[src/rtl/motor_status_reporter_if.sv]
// Byte stream from the motor status reporter to the host-link transmitter.
// A byte moves on a rising edge where tx_valid && tx_ready. Once tx_valid is raised, tx_data holds until that transfer.
interface motor_status_reporter_if;
  logic [7:0] tx_data;
  logic       tx_valid;
  logic       tx_ready;

  modport master (output tx_data, output tx_valid, input tx_ready);
  modport slave  (input tx_data, input tx_valid, output tx_ready);
endinterface

[src/rtl/motor_status_reporter.sv]
// Reports the six motor enable levels to the host as 3-byte frames {HEADER, status, HEADER^status}.
// A frame is sent on an enable change, a host request, or a heartbeat timeout.
module motor_status_reporter #(
  parameter logic [7:0]  HEADER        = 8'hA5,
  parameter int unsigned PERIOD_CYCLES = 50000000,
  parameter int unsigned CNT_W         = 26
) (
  input  logic                           clock,
  input  logic                           reset,
  input  logic                           EN1,
  input  logic                           EN2,
  input  logic                           EN3,
  input  logic                           EN4,
  input  logic                           EN5,
  input  logic                           EN6,
  input  logic                           req,
  output logic                           busy,
  output logic [1:0]                     state_dbg,
  motor_status_reporter_if.master        tx
);

  typedef enum logic [1:0] {
    IDLE = 2'd0,
    HDR  = 2'd1,
    STAT = 2'd2,
    SUM  = 2'd3
  } state_t;

  state_t           state, state_next;
  logic [5:0]       snap;
  logic [5:0]       last_rep;
  logic [7:0]       status;
  logic [7:0]       status_next;
  logic             pend_req;
  logic             pend_per;
  logic [CNT_W-1:0] timer;
  logic [7:0]       data_q, data_next;
  logic             valid_q, valid_next;
  logic [1:0]       reason;
  logic             chg;
  logic             start;
  logic             xfer;
  logic             timer_tc;

  assign chg      = (snap != last_rep);
  assign start    = (state == IDLE) && (chg || pend_req || pend_per || req);
  assign xfer     = valid_q && tx.tx_ready;
  assign timer_tc = (timer == CNT_W'(PERIOD_CYCLES - 1));

  assign tx.tx_data  = data_q;
  assign tx.tx_valid = valid_q;
  assign busy        = (state != IDLE);
  assign state_dbg   = state;

  always_comb begin
    state_next = state;
    data_next  = data_q;
    valid_next = valid_q;
    // Coincident triggers collapse into one frame tagged with the highest-priority reason.
    if (chg)                  reason = 2'b01;
    else if (pend_req || req) reason = 2'b10;
    else                      reason = 2'b11;
    status_next = {reason, snap};
    case (state)
      IDLE: if (start) begin
        state_next = HDR;
        data_next  = HEADER;
        valid_next = 1'b1;
      end
      HDR: if (xfer) begin
        state_next = STAT;
        data_next  = status;
      end
      STAT: if (xfer) begin
        state_next = SUM;
        data_next  = HEADER ^ status;
      end
      SUM: if (xfer) begin
        state_next = IDLE;
        valid_next = 1'b0;
      end
      default: begin
        state_next = IDLE;
        valid_next = 1'b0;
      end
    endcase
  end

  always_ff @(posedge clock) begin
    if (reset) begin
      state    <= IDLE;
      data_q   <= 8'h00;
      valid_q  <= 1'b0;
      snap     <= 6'd0;
      last_rep <= 6'd0;
      status   <= 8'h00;
      pend_req <= 1'b0;
      pend_per <= 1'b0;
      timer    <= '0;
    end else begin
      state   <= state_next;
      data_q  <= data_next;
      valid_q <= valid_next;
      snap    <= {EN6, EN5, EN4, EN3, EN2, EN1};
      if (start) begin
        // Frame start consumes every pending trigger, including a req on this same edge.
        status   <= status_next;
        last_rep <= snap;
        pend_req <= 1'b0;
        pend_per <= 1'b0;
        timer    <= '0;
      end else begin
        if (req) pend_req <= 1'b1;
        if (timer_tc) begin
          timer    <= '0;
          pend_per <= 1'b1;
        end else begin
          timer <= timer + 1'b1;
        end
      end
    end
  end

endmodule

[src/flat_wrapper.sv]
// flat-port wrapper written by rule: the top's interface ports become plain ports
module motor_status_reporter_flat 
#(
  parameter logic [7:0]  HEADER        = 8'hA5,
  parameter int unsigned PERIOD_CYCLES = 50000000,
  parameter int unsigned CNT_W         = 26
)
  (clock, reset, EN1, EN2, EN3, EN4, EN5, EN6, req, busy, state_dbg, tx_tx_data, tx_tx_valid, tx_tx_ready);
  motor_status_reporter_if tx_i ();
  input  logic clock;
  input  logic reset;
  input  logic EN1;
  input  logic EN2;
  input  logic EN3;
  input  logic EN4;
  input  logic EN5;
  input  logic EN6;
  input  logic req;
  output logic busy;
  output logic [1:0] state_dbg;
  output wire logic [$bits(tx_i.tx_data)-1:0] tx_tx_data;
  output wire logic [$bits(tx_i.tx_valid)-1:0] tx_tx_valid;
  input wire logic [$bits(tx_i.tx_ready)-1:0] tx_tx_ready;
  assign tx_tx_data = tx_i.tx_data;
  assign tx_tx_valid = tx_i.tx_valid;
  assign tx_i.tx_ready = tx_tx_ready;
  motor_status_reporter #(.HEADER(HEADER), .PERIOD_CYCLES(PERIOD_CYCLES), .CNT_W(CNT_W)) u_core (.clock(clock), .reset(reset), .EN1(EN1), .EN2(EN2), .EN3(EN3), .EN4(EN4), .EN5(EN5), .EN6(EN6), .req(req), .busy(busy), .state_dbg(state_dbg), .tx(tx_i));
endmodule
[config.mk]
export PLATFORM = sky130hd
export DESIGN_NAME = motor_status_reporter_flat
export DESIGN_NICKNAME = d
export VERILOG_FILES = /design/src/rtl/motor_status_reporter_if.sv /design/src/rtl/motor_status_reporter.sv /design/src/flat_wrapper.sv
export SDC_FILE = /design/constraint.sdc
export NUM_CORES = 1
export LEC_CHECK = 0
export BUFFER_PORTS_ARGS = -buffer_cell sky130_fd_sc_hd__buf_4
export CORE_ASPECT_RATIO = 2
export CORE_MARGIN = 2
export CORE_UTILIZATION = 59
export CTS_CLUSTER_SIZE = 40
export DETAILED_ROUTE_END_ITERATION = 8
export PLACE_DENSITY = 0.88
export SLEW_MARGIN = 20
export SYNTH_ARGS = -nofsm -noshare
export SYNTH_HDL_FRONTEND = slang
export SYNTH_SLANG_ARGS = --single-unit
[constraint.sdc]
create_clock -name clock -period 2.3 [get_ports clock]
set_input_delay 0.46 -clock clock [delete_from_list [all_inputs] [get_ports clock]]
set_output_delay 0.46 -clock clock [all_outputs]
set_load 0.02 [all_outputs]
==> results of run 1 <==
[synth_stat cells, types with 7 or more instances]
cell type,number,area share
nor2_1,7,0.0099
xor2_1,9,0.030
nor3_1,7,0.013
mux2i_1,15,0.057
nor2b_1,11,0.026
nand3_1,13,0.025
o21ai_0,11,0.021
nand2_1,22,0.031
nor3_2,9,0.034
or3_1,10,0.024
dfxtp_1,53,0.40
xnor2_1,7,0.023
a211oi_1,10,0.028
nand4_1,12,0.028
[state kept, by name (all words and copies together) (netlist names)]
name and cells:
u_core.pend_per 1, u_core.tx.tx_data 8, u_core.state_dbg 2, u_core.timer 26, u_core.last_rep 5, u_core.pend_req 1, u_core.snap 6, u_core.tx.tx_valid 1
u_core.status 3
[power breakdown]
group	internal, W	leakage (nW)	switching [W]
logic	0.000404	0.576	0.000600
registers	0.00103	0.432	0.000111
clock network	0.000215	0.0374	0.000308
[stage by stage]
stage / worst slack [ns] / total power (W) / cells / instance area (um2) / util
6_report: 0.222 / 0.00267 / 355 / 2950 / 0.680
5_1_grt: 0.105 / 0.00282 / 355 / 2950 / 0.680
2_1_floorplan: 0.358 / 0.00187 / 278 / 2660 / -
3_5_place_dp: 0.269 / 0.00215 / 347 / 2860 / 0.660
4_1_cts: 0.213 / 0.00268 / 355 / 2950 / 0.680
3_3_place_gp: 0.376 / 0.00211 / 347 / 2860 / 0.660
[worst min-delay path by stage]
stage / slack [ns] / endpoint / cells after the start / startpoint
floorplan: 0.43 / u_core.timer[0]$_SDFF_PP0_ / 1 / u_core.timer[0]$_SDFF_PP0_
global placement: 0.44 / u_core.timer[0]$_SDFF_PP0_ / 1 / u_core.timer[0]$_SDFF_PP0_
detailed placement: 0.47 / u_core.tx.tx_data[4]$_SDFFE_PP0P_ / 2 / u_core.tx.tx_data[4]$_SDFFE_PP0P_
CTS: 0.36 / u_core.snap[0]$_SDFF_PP0_ / 2 / EN1
global route: 0.37 / u_core.snap[0]$_SDFF_PP0_ / 2 / EN1
finish: 0.36 / u_core.snap[4]$_SDFF_PP0_ / 2 / EN5
[cell type report]
cell class	instances	area (um2)
clock inverter	2	15.0
tap	54	67.6
multi-input combinational	205	1490
sequential	53	1060
fill	358	1390
inverter	6	22.5
clock buffer	6	72.6
timing repair buffer	29	218
[kinds of logic (layout without fill, tap and decap cells)]
logic type	Yosys count	count (layout)	share of synthesized area
fa+ha+maj	6	6	0.0283
flops	53	53	0.400
xor+xnor	18	18	0.0650
mux	15	15	0.0565
buf+inv	20	43	0.0410
simple gates	121	121	0.287
compound gates	45	45	0.123
[per-layer routing]
layer,global-route usage,routed length [um],up-vias,share of wire
met1,0.236,2070,1054,0.36
met3,0.0348,150,19,0.026
met5,0,0,-,0
met4,0.128,272,0,0.047
li1,-,-,1080,-
met2,0.493,3330,55,0.57
[critical path: cells and delay by family (launching register included)]
| family | cells | cell delay [ns] |
|---|---|---|
| buffers and inverters | 4 | 0.54 |
| adder cells (fa/ha/maj) | 1 | 0.39 |
| flip-flops | 1 | 0.39 |
==> metrics.txt, run 1 <==
largest net degree at the start of global routing=30; synth-to-layout area growth=11.1%; outcome=finished clean; Worst R2R Setup Slack=0.26 ns; post-synthesis sequential area ratio=0.400; post-route minimum period=2.08 ns; Final Wtd Congestion=0.845; actual slew at the worst max-slew pin=0.464 ns; Syn Inst Count=278; predominant post-synthesis flop cell=dfxtp_1; core area=0.00434 mm2; Reg-to-Reg Start=u_core.state_dbg[0]$_SDFFE_PP0P_; Syn Std Cell Area=0.00266 mm2; Post-synth EDFFs=0; gr ovfl total=0; Max VDD drop=0.000591 V; die height=98.9 um; Wirelength per Cell=16.4 um; H-tree depth=2; DIE WIDTH=51.4 um; row cnt=34; diode count=0; Lkg Pwr=1.05 nW; Critical Path RT=1.84 ns; final net count=316; commonest non-fill, non-tap cells in the layout=dfxtp_1 (53), buf_4 (29), nand2_1 (22); Final Max Slew Viols=0; R2R cell count=6; WL final=5830 um; Max clock buf depth=2; critical path fanouts, max=8; peak per-stage delay on the critical path=0.39 ns; vias in the first global route=2249; crit path cell chain=inv_1 > ha_1 > buf_4 > inv_1 > buf_4; Port Buffers=21; clk sinks=53; crit path capture=busy; Via Count=2208; clk slew on worst S/H paths=0.10 ns; Final setup viols=0; Initial Utilization=0.612; post-detailed-route count of antenna-violating nets=0; first-pass GRT wire length=9930 um; RSZ-0062 raised after global routing=no; CP Class=reg -> out; FF-to-FF End=u_core.tx.tx_data[7]$_SDFFE_PP0P_; layout cells sized above 1=0.199; Via density=6.22; setup tns final=0 ns; fin crit share=0.903; Worst path slowest cell=dfxtp_1; Min-Delay Path Class=in -> reg; startpoint types=flop; drt initial violations=64; hpwl dp=4300 um; Hold Buf Count CTS=0; Setup Skew=0.00941 ns; die footprint=0.00509 mm2; synth warn=0; TritonRoute pass-1 iters=4; Fin Hold WS=0.364 ns; antenna violations before repair=0; arrival time worst endpoint=1.62 ns; Cell Pwr Density=904 mW/mm2; CP endpoint kind=output port; Clock Latency Late Sink=0.30 ns; Cell variety after synth=51; total global routing track utilization=0.252; DRC violations left=0; Post CTS Setup Buffer Count=0; count of state elements after synthesis=53; MaxCap Viol Count=0; Peak Freq=0.481 GHz; Post-Syn Area per Cell=9.55 um2; commonest non-fill, non-tap cell in the layout=dfxtp_1; Final Hold Fails=0; asr flop ratio synth=0; Mapped Nets=294; Slew HR=0.691; CTS tree=yes; Ports=22; cts bufs inserted=5; cts repair resizes=0; Worst Setup SP=u_core.state_dbg[1]$_SDFFE_PP0P_; CTS root buffer=clkbuf_8
No activity file was read; power rests on OpenSTA's default activity.
==> run 2: changes to the inputs <==
==> constraint.sdc (replaced) <==
create_clock -name clock -period 2.3 [get_ports clock]
set_input_delay 0.46 -clock clock [delete_from_list [all_inputs] [get_ports clock]]
set_output_delay 0.46 -clock clock [all_outputs]
set_load 0.1 [all_outputs]
==> metrics.txt, run 2 (same netlist as run 1, synthesis figures left out) <==
Min-Delay Path Class=in -> reg; Initial Utilization=0.612 (unchanged); Ports=22 (unchanged); MaxCap Viol Count=0 (unchanged); placed instance area=0.00286 mm2 (-0.18%); Wirelength per Cell=16.5 um (+0.30%); CTS tree=yes; Port Buffers=21 (unchanged); post-route minimum period=2.13 ns (+0.0494 ns); Final Wtd Congestion=0.862 (+2.0%); Slew HR=0.642 (-0.0485); CP endpoint kind=output port; die footprint=0.00509 mm2 (unchanged); Clock Latency Late Sink=0.32 ns (+0.02 ns); clk slew on worst S/H paths=0.11 ns (about the same); R2R cell count=6 (unchanged); critical path fanouts, max=13 (+5); drt initial violations=79 (+23%); final net count=315 (-0.32%); Final setup viols=0 (unchanged); largest net degree at the start of global routing=30 (unchanged); placed cells=346 (-0.29%); DRC violations left=0 (unchanged); post-route cell area=0.00295 mm2 (about the same); Max VDD drop=0.000737 V (+25%); WL final=5830 um (about the same); H-tree depth=2 (unchanged); Critical Path RT=1.84 ns (about the same); Filler cells=350 (-2.2%); Final Hold Fails=0 (unchanged); fin util=0.681 (about the same); vias in the first global route=2219 (-1.3%); fin crit share=0.925 (+0.0215); RSZ-0062 raised after global routing=no; Setup Skew=0.0117 ns (+0.00231 ns); layout cells sized above 1=0.207 (+0.00733); Final Total Pwr=0.00308 W (+16%); CTS root buffer=clkbuf_8; outcome=finished clean; total global routing track utilization=0.238 (-0.0143); clk sinks=53 (unchanged); TritonRoute pass-1 iters=6 (+2); commonest non-fill, non-tap cells in the layout=dfxtp_1 (51), buf_4 (28), nand2_1 (22); startpoint types=flop; synth-to-layout area growth=11.2% (about the same); die height=98.9 um (unchanged); Via Count=2186 (-1.0%); Largest register FFs=26 (unchanged); post-detailed-route count of antenna-violating nets=0 (unchanged); cts bufs inserted=5 (unchanged); arrival time worst endpoint=1.67 ns (+0.05 ns); cts repair resizes=0 (unchanged); crit path capture=busy; hpwl dp=4350 um (+1.3%); Reg-to-Reg Start=u_core.state_dbg[0]$_SDFFE_PP0P_; row cnt=34 (unchanged); Worst Setup SP=u_core.state_dbg[0]$_SDFFE_PP0P_; Post CTS Setup Buffer Count=0 (unchanged); Cell Pwr Density=1040 mW/mm2 (+15%); antenna violations before repair=0 (unchanged); Hold Buf Count CTS=0 (unchanged); gr ovfl total=0 (unchanged); Reg with most FFs=u_core.timer; Finished Layout Cells=354 (-0.28%); DIE WIDTH=51.4 um (unchanged); Max clock buf depth=2 (unchanged); FF-to-FF End=u_core.tx.tx_data[3]$_SDFFE_PP0P_; Peak Freq=0.470 GHz (-2.3%); core area=0.00434 mm2 (unchanged); Lkg Pwr=1.05 nW (about the same); Final Max Slew Viols=0 (unchanged); diode count=0 (unchanged); Worst R2R Setup Slack=0.28 ns (+0.02 ns); setup tns final=0 ns (unchanged); commonest non-fill, non-tap cell in the layout=dfxtp_1; first-pass GRT wire length=9380 um (-5.6%); actual slew at the worst max-slew pin=0.537 ns (+0.0727 ns); CP Class=reg -> out; Via density=6.18 (-0.72%)
-- run 2: area by class of cell --
class / count / area, um2 / area share
multi-input cells: 205 / 1490 / 0.506
repair buffers: 28 / 210 / 0.0712
flip-flops and latches: 53 / 1060 / 0.360
clock buffers: 5 / 68.8 / 0.0233
well taps: 54 / 67.6 / 0.0229
clock inverters: 3 / 26.3 / 0.00890
inverters: 6 / 22.5 / 0.00763
-- run 2: through the flow --
stage	setup slack [ns]	hold slack (ns)
2_1_floorplan	0.00111	0.433
3_3_place_gp	0.397	0.442
3_5_place_dp	0.297	0.455
4_1_cts	0.159	0.339
5_1_grt	0.0695	0.338
6_report	0.173	0.341
-- run 2: how the worst min path moves through the flow --
stage / start / endpoint / slack (ns) / depth (start not counted)
after CTS: EN5 / u_core.snap[4]$_SDFF_PP0_ / 0.34 / 2
after detailed placement: u_core.timer[0]$_SDFF_PP0_ / u_core.timer[0]$_SDFF_PP0_ / 0.46 / 1
after global routing: EN2 / u_core.snap[1]$_SDFF_PP0_ / 0.34 / 2
after floorplan: u_core.timer[0]$_SDFF_PP0_ / u_core.timer[0]$_SDFF_PP0_ / 0.43 / 1
after global placement: u_core.timer[0]$_SDFF_PP0_ / u_core.timer[0]$_SDFF_PP0_ / 0.44 / 1
final: EN5 / u_core.snap[4]$_SDFF_PP0_ / 0.34 / 2
-- run 2: layer usage --
layer  share of wire  global-route usage  wire length (um)
met1            0.35               0.215              2060
met2            0.59               0.467              3430
met3           0.022              0.0348               131
met4           0.036               0.128               207
met5               0                   0                 0
-- run 2: worst max-delay path, cell delays in order (launching register included) --
cell     delay [ns]
dfxtp_2        0.36
inv_1          0.11
ha_1           0.50
inv_1          0.13
buf_4          0.26
-- run 2: power by group --
part | internal [W] | switching (W) | leakage [nW]
combinational | 0.000395 | 0.000992 | 0.572
clock | 0.000222 | 0.000336 | 0.0423
sequential | 0.00103 | 0.000104 | 0.433
total | 0.00165 | 0.00143 | 1.05
==> run 3: changes to the inputs <==
ABC_AREA = 1   (was not set)
CORE_UTILIZATION = 60   (was 59)
PLACE_DENSITY = 0.89   (was 0.88)
==> metrics.txt, run 3 <==
outcome=finished clean; actual slew at the worst max-slew pin=0.499 ns (-0.0374 ns); asr flop ratio synth=0 (unchanged); grt met1 use=0.205 (-0.0106); predominant post-synthesis flop cell=dfxtp_1; critical path fanouts, max=6 (-7); diode count=0 (unchanged); Cell Pwr Density=1130 mW/mm2 (+8.5%); Syn Inst Count=382 (+37%); Final Wtd Congestion=0.940 (+9.0%); Slew HR=0.667 (+0.0249); RSZ-0062 raised after global routing=no; drt initial violations=67 (-15%); Critical Path RT=1.84 ns (about the same); Max VDD drop=0.000758 V (+2.8%); Port Buffers=21 (unchanged); most used routing layer in global routing=met2; Max clock buf depth=2 (unchanged); post-synthesis sequential area ratio=0.374 (-0.0257); Reg-to-Reg Start=u_core.timer[0]$_SDFF_PP0_; largest cells by area after synthesis=dfxtp_1 (37%), nand2_1 (11%), inv_1 (8.6%); Post CTS Setup Buffer Count=0 (unchanged); count of state elements after synthesis=53 (unchanged); die footprint=0.00533 mm2 (+4.8%); H-tree depth=2 (unchanged); Worst path slowest cell=ha_1; antenna violations before repair=0 (unchanged); Clock Latency Late Sink=0.31 ns (about the same); Initial Utilization=0.617 (+0.00526); synth-to-layout area growth=11.5%; placed cells=456 (+32%); row cnt=35 (+2.9%); area share of the leading cell type in the synthesized netlist=0.374 (-0.0257); synth warn=0 (unchanged); Hold Buf Count CTS=0 (unchanged); Wirelength per Cell=12.7 um (-23%); core area=0.00460 mm2 (+6.0%); Post-synth EDFFs=0 (unchanged); post-route minimum period=2.10 ns (-0.0256 ns); fin util=0.688 (+0.00766); Filler cells=398 (+14%); MaxCap Viol Count=0 (unchanged); Worst Hold Path EP=u_core.snap[0]$_SDFF_PP0_; count leader, synth=nand2_1; FF-to-FF End=u_core.timer[6]$_SDFF_PP0_; Ports=22 (unchanged); Syn Std Cell Area=0.00284 mm2 (+6.9%); Post-Syn Area per Cell=7.43 um2 (-22%); Seq. cell area=0.00106 mm2 (unchanged); vias in the first global route=2395 (+7.9%); cts bufs inserted=5 (unchanged); Mapped Nets=398 (+35%); Cell variety after synth=28 (-45%); gr ovfl total=0 (unchanged); commonest non-fill, non-tap cells in the layout=nand2_1 (80), inv_1 (64), dfxtp_1 (51); cts repair resizes=0 (unchanged); Via density=5.22 (-15%); area of the multi-input gates=0.00147 mm2 (-1.7%); commonest non-fill, non-tap cell in the layout=nand2_1; peak per-stage delay on the critical path=0.48 ns (-0.02 ns); Worst Setup SP=u_core.state_dbg[0]$_SDFFE_PP0P_; CP Class=reg -> out; GR Util met3=0.0369 (+0.00202); setup tns final=0 ns (unchanged); CTS root buffer=clkbuf_8; Final Total Pwr=0.00358 W (+16%); largest net degree at the start of global routing=17 (-43%); total global routing track utilization=0.244 (+0.00641); clk sinks=53 (unchanged); Final Max Slew Viols=0 (unchanged); arrival time worst endpoint=1.64 ns (-0.03 ns); crit path cell chain=inv_1 > ha_1 > clkinvlp_4 > buf_4; post-detailed-route count of antenna-violating nets=0 (unchanged); die height=101 um (+2.4%); Peak Freq=0.476 GHz (+1.2%); first-pass GRT wire length=9760 um (+4.1%); DIE WIDTH=52.6 um (+2.3%); CTS tree=yes; Reg with most FFs=u_core.timer; clk slew on worst S/H paths=0.10 ns (about the same); Worst R2R Setup Slack=0.34 ns (+0.06 ns); final net count=424 (+35%); Lkg Pwr=1.34 nW (+28%); Hold Startpoint=EN1; startpoint types=flop; DRC violations left=0 (unchanged); Via Count=2422 (+11%); TritonRoute pass-1 iters=4 (-2); Hold Path Depth=3 (+1); Setup Skew=0.0139 ns (+0.00216 ns); Min-Delay Path Class=in -> reg; Largest register FFs=26 (unchanged); WL final=5880 um (+0.91%); met2 usage=0.486 (+0.0181); area leader, netlist=dfxtp_1; R2R cell count=9 (+3); Post-synth top cells=nand2_1 (80), inv_1 (65), dfxtp_1 (53); Final Hold Fails=0 (unchanged); layout cells sized above 1=0.164 (-0.0429); Finished Layout Cells=464 (+31%); hpwl dp=4690 um (+7.6%); Final setup viols=0 (unchanged); fin crit share=0.914 (-0.0111); CP endpoint kind=output port
-- run 3: cell type report --
class | count | area share
inverter | 65 | 0.0783
multi-input combinational | 256 | 0.464
sequential | 53 | 0.336
clock buffer | 6 | 0.0229
tap | 55 | 0.0217
clock inverter | 2 | 0.00474
timing repair buffer | 27 | 0.0720
-- run 3: cells by family (layout without fill, tap and decap cells) --
| group | count (synthesis) | after routing | synth area share |
|---|---|---|---|
| buffers and inverters | 73 | 100 | 0.108 |
| DFF | 53 | 53 | 0.374 |
| xor gates and xnor gates | 25 | 25 | 0.0772 |
| and+or+nand+nor | 205 | 205 | 0.377 |
| adders and majority gates | 6 | 6 | 0.0265 |
| AOI/OAI and AO/OA | 20 | 20 | 0.0366 |
-- run 3: worst max path at each step --
stage                                      end  slack, ns  depth (start not counted)
floorplan                                 busy      0.004                          4
global placement    u_core.timer[3]$_SDFF_PP0_       0.40                          9
detailed placement  u_core.timer[6]$_SDFF_PP0_       0.35                          8
CTS                                       busy       0.18                          4
global route                              busy        0.1                          4
finish                                    busy       0.20                          4
-- run 3: layer usage --
metal | share of wire | vias to the layer above
li1 | - | 1230
met1 | 0.33 | 1105
met2 | 0.59 | 58
met5 | 0 | -
met4 | 0.049 | 0
met3 | 0.027 | 29
-- run 3: critical path: cells and delay by family, from the launching register on --
family | cells | cell delay, ns
adder cells (fa/ha/maj) | 1 | 0.48
buffers and inverters | 3 | 0.50
flip-flops | 1 | 0.35
-- run 3: where the power goes --
| part | switching (W) | total [W] | internal, W | leakage, nW |
|---|---|---|---|---|
| Clock | 0.000300 | 0.000515 | 0.000215 | 0.0374 |
| Sequential | 0.0000939 | 0.00115 | 0.00105 | 0.433 |
| Combinational | 0.00140 | 0.00192 | 0.000518 | 0.872 |
-- run 3: per-stage QoR --
stage               hold WS, ns  area (um2)  setup slack (ns)
floorplan                 0.430        2840           0.00411
global placement          0.449        3080             0.405
detailed placement        0.459        3080             0.354
CTS                       0.338        3160             0.181
global route              0.344        3160            0.0966
finish                    0.340        3160             0.198
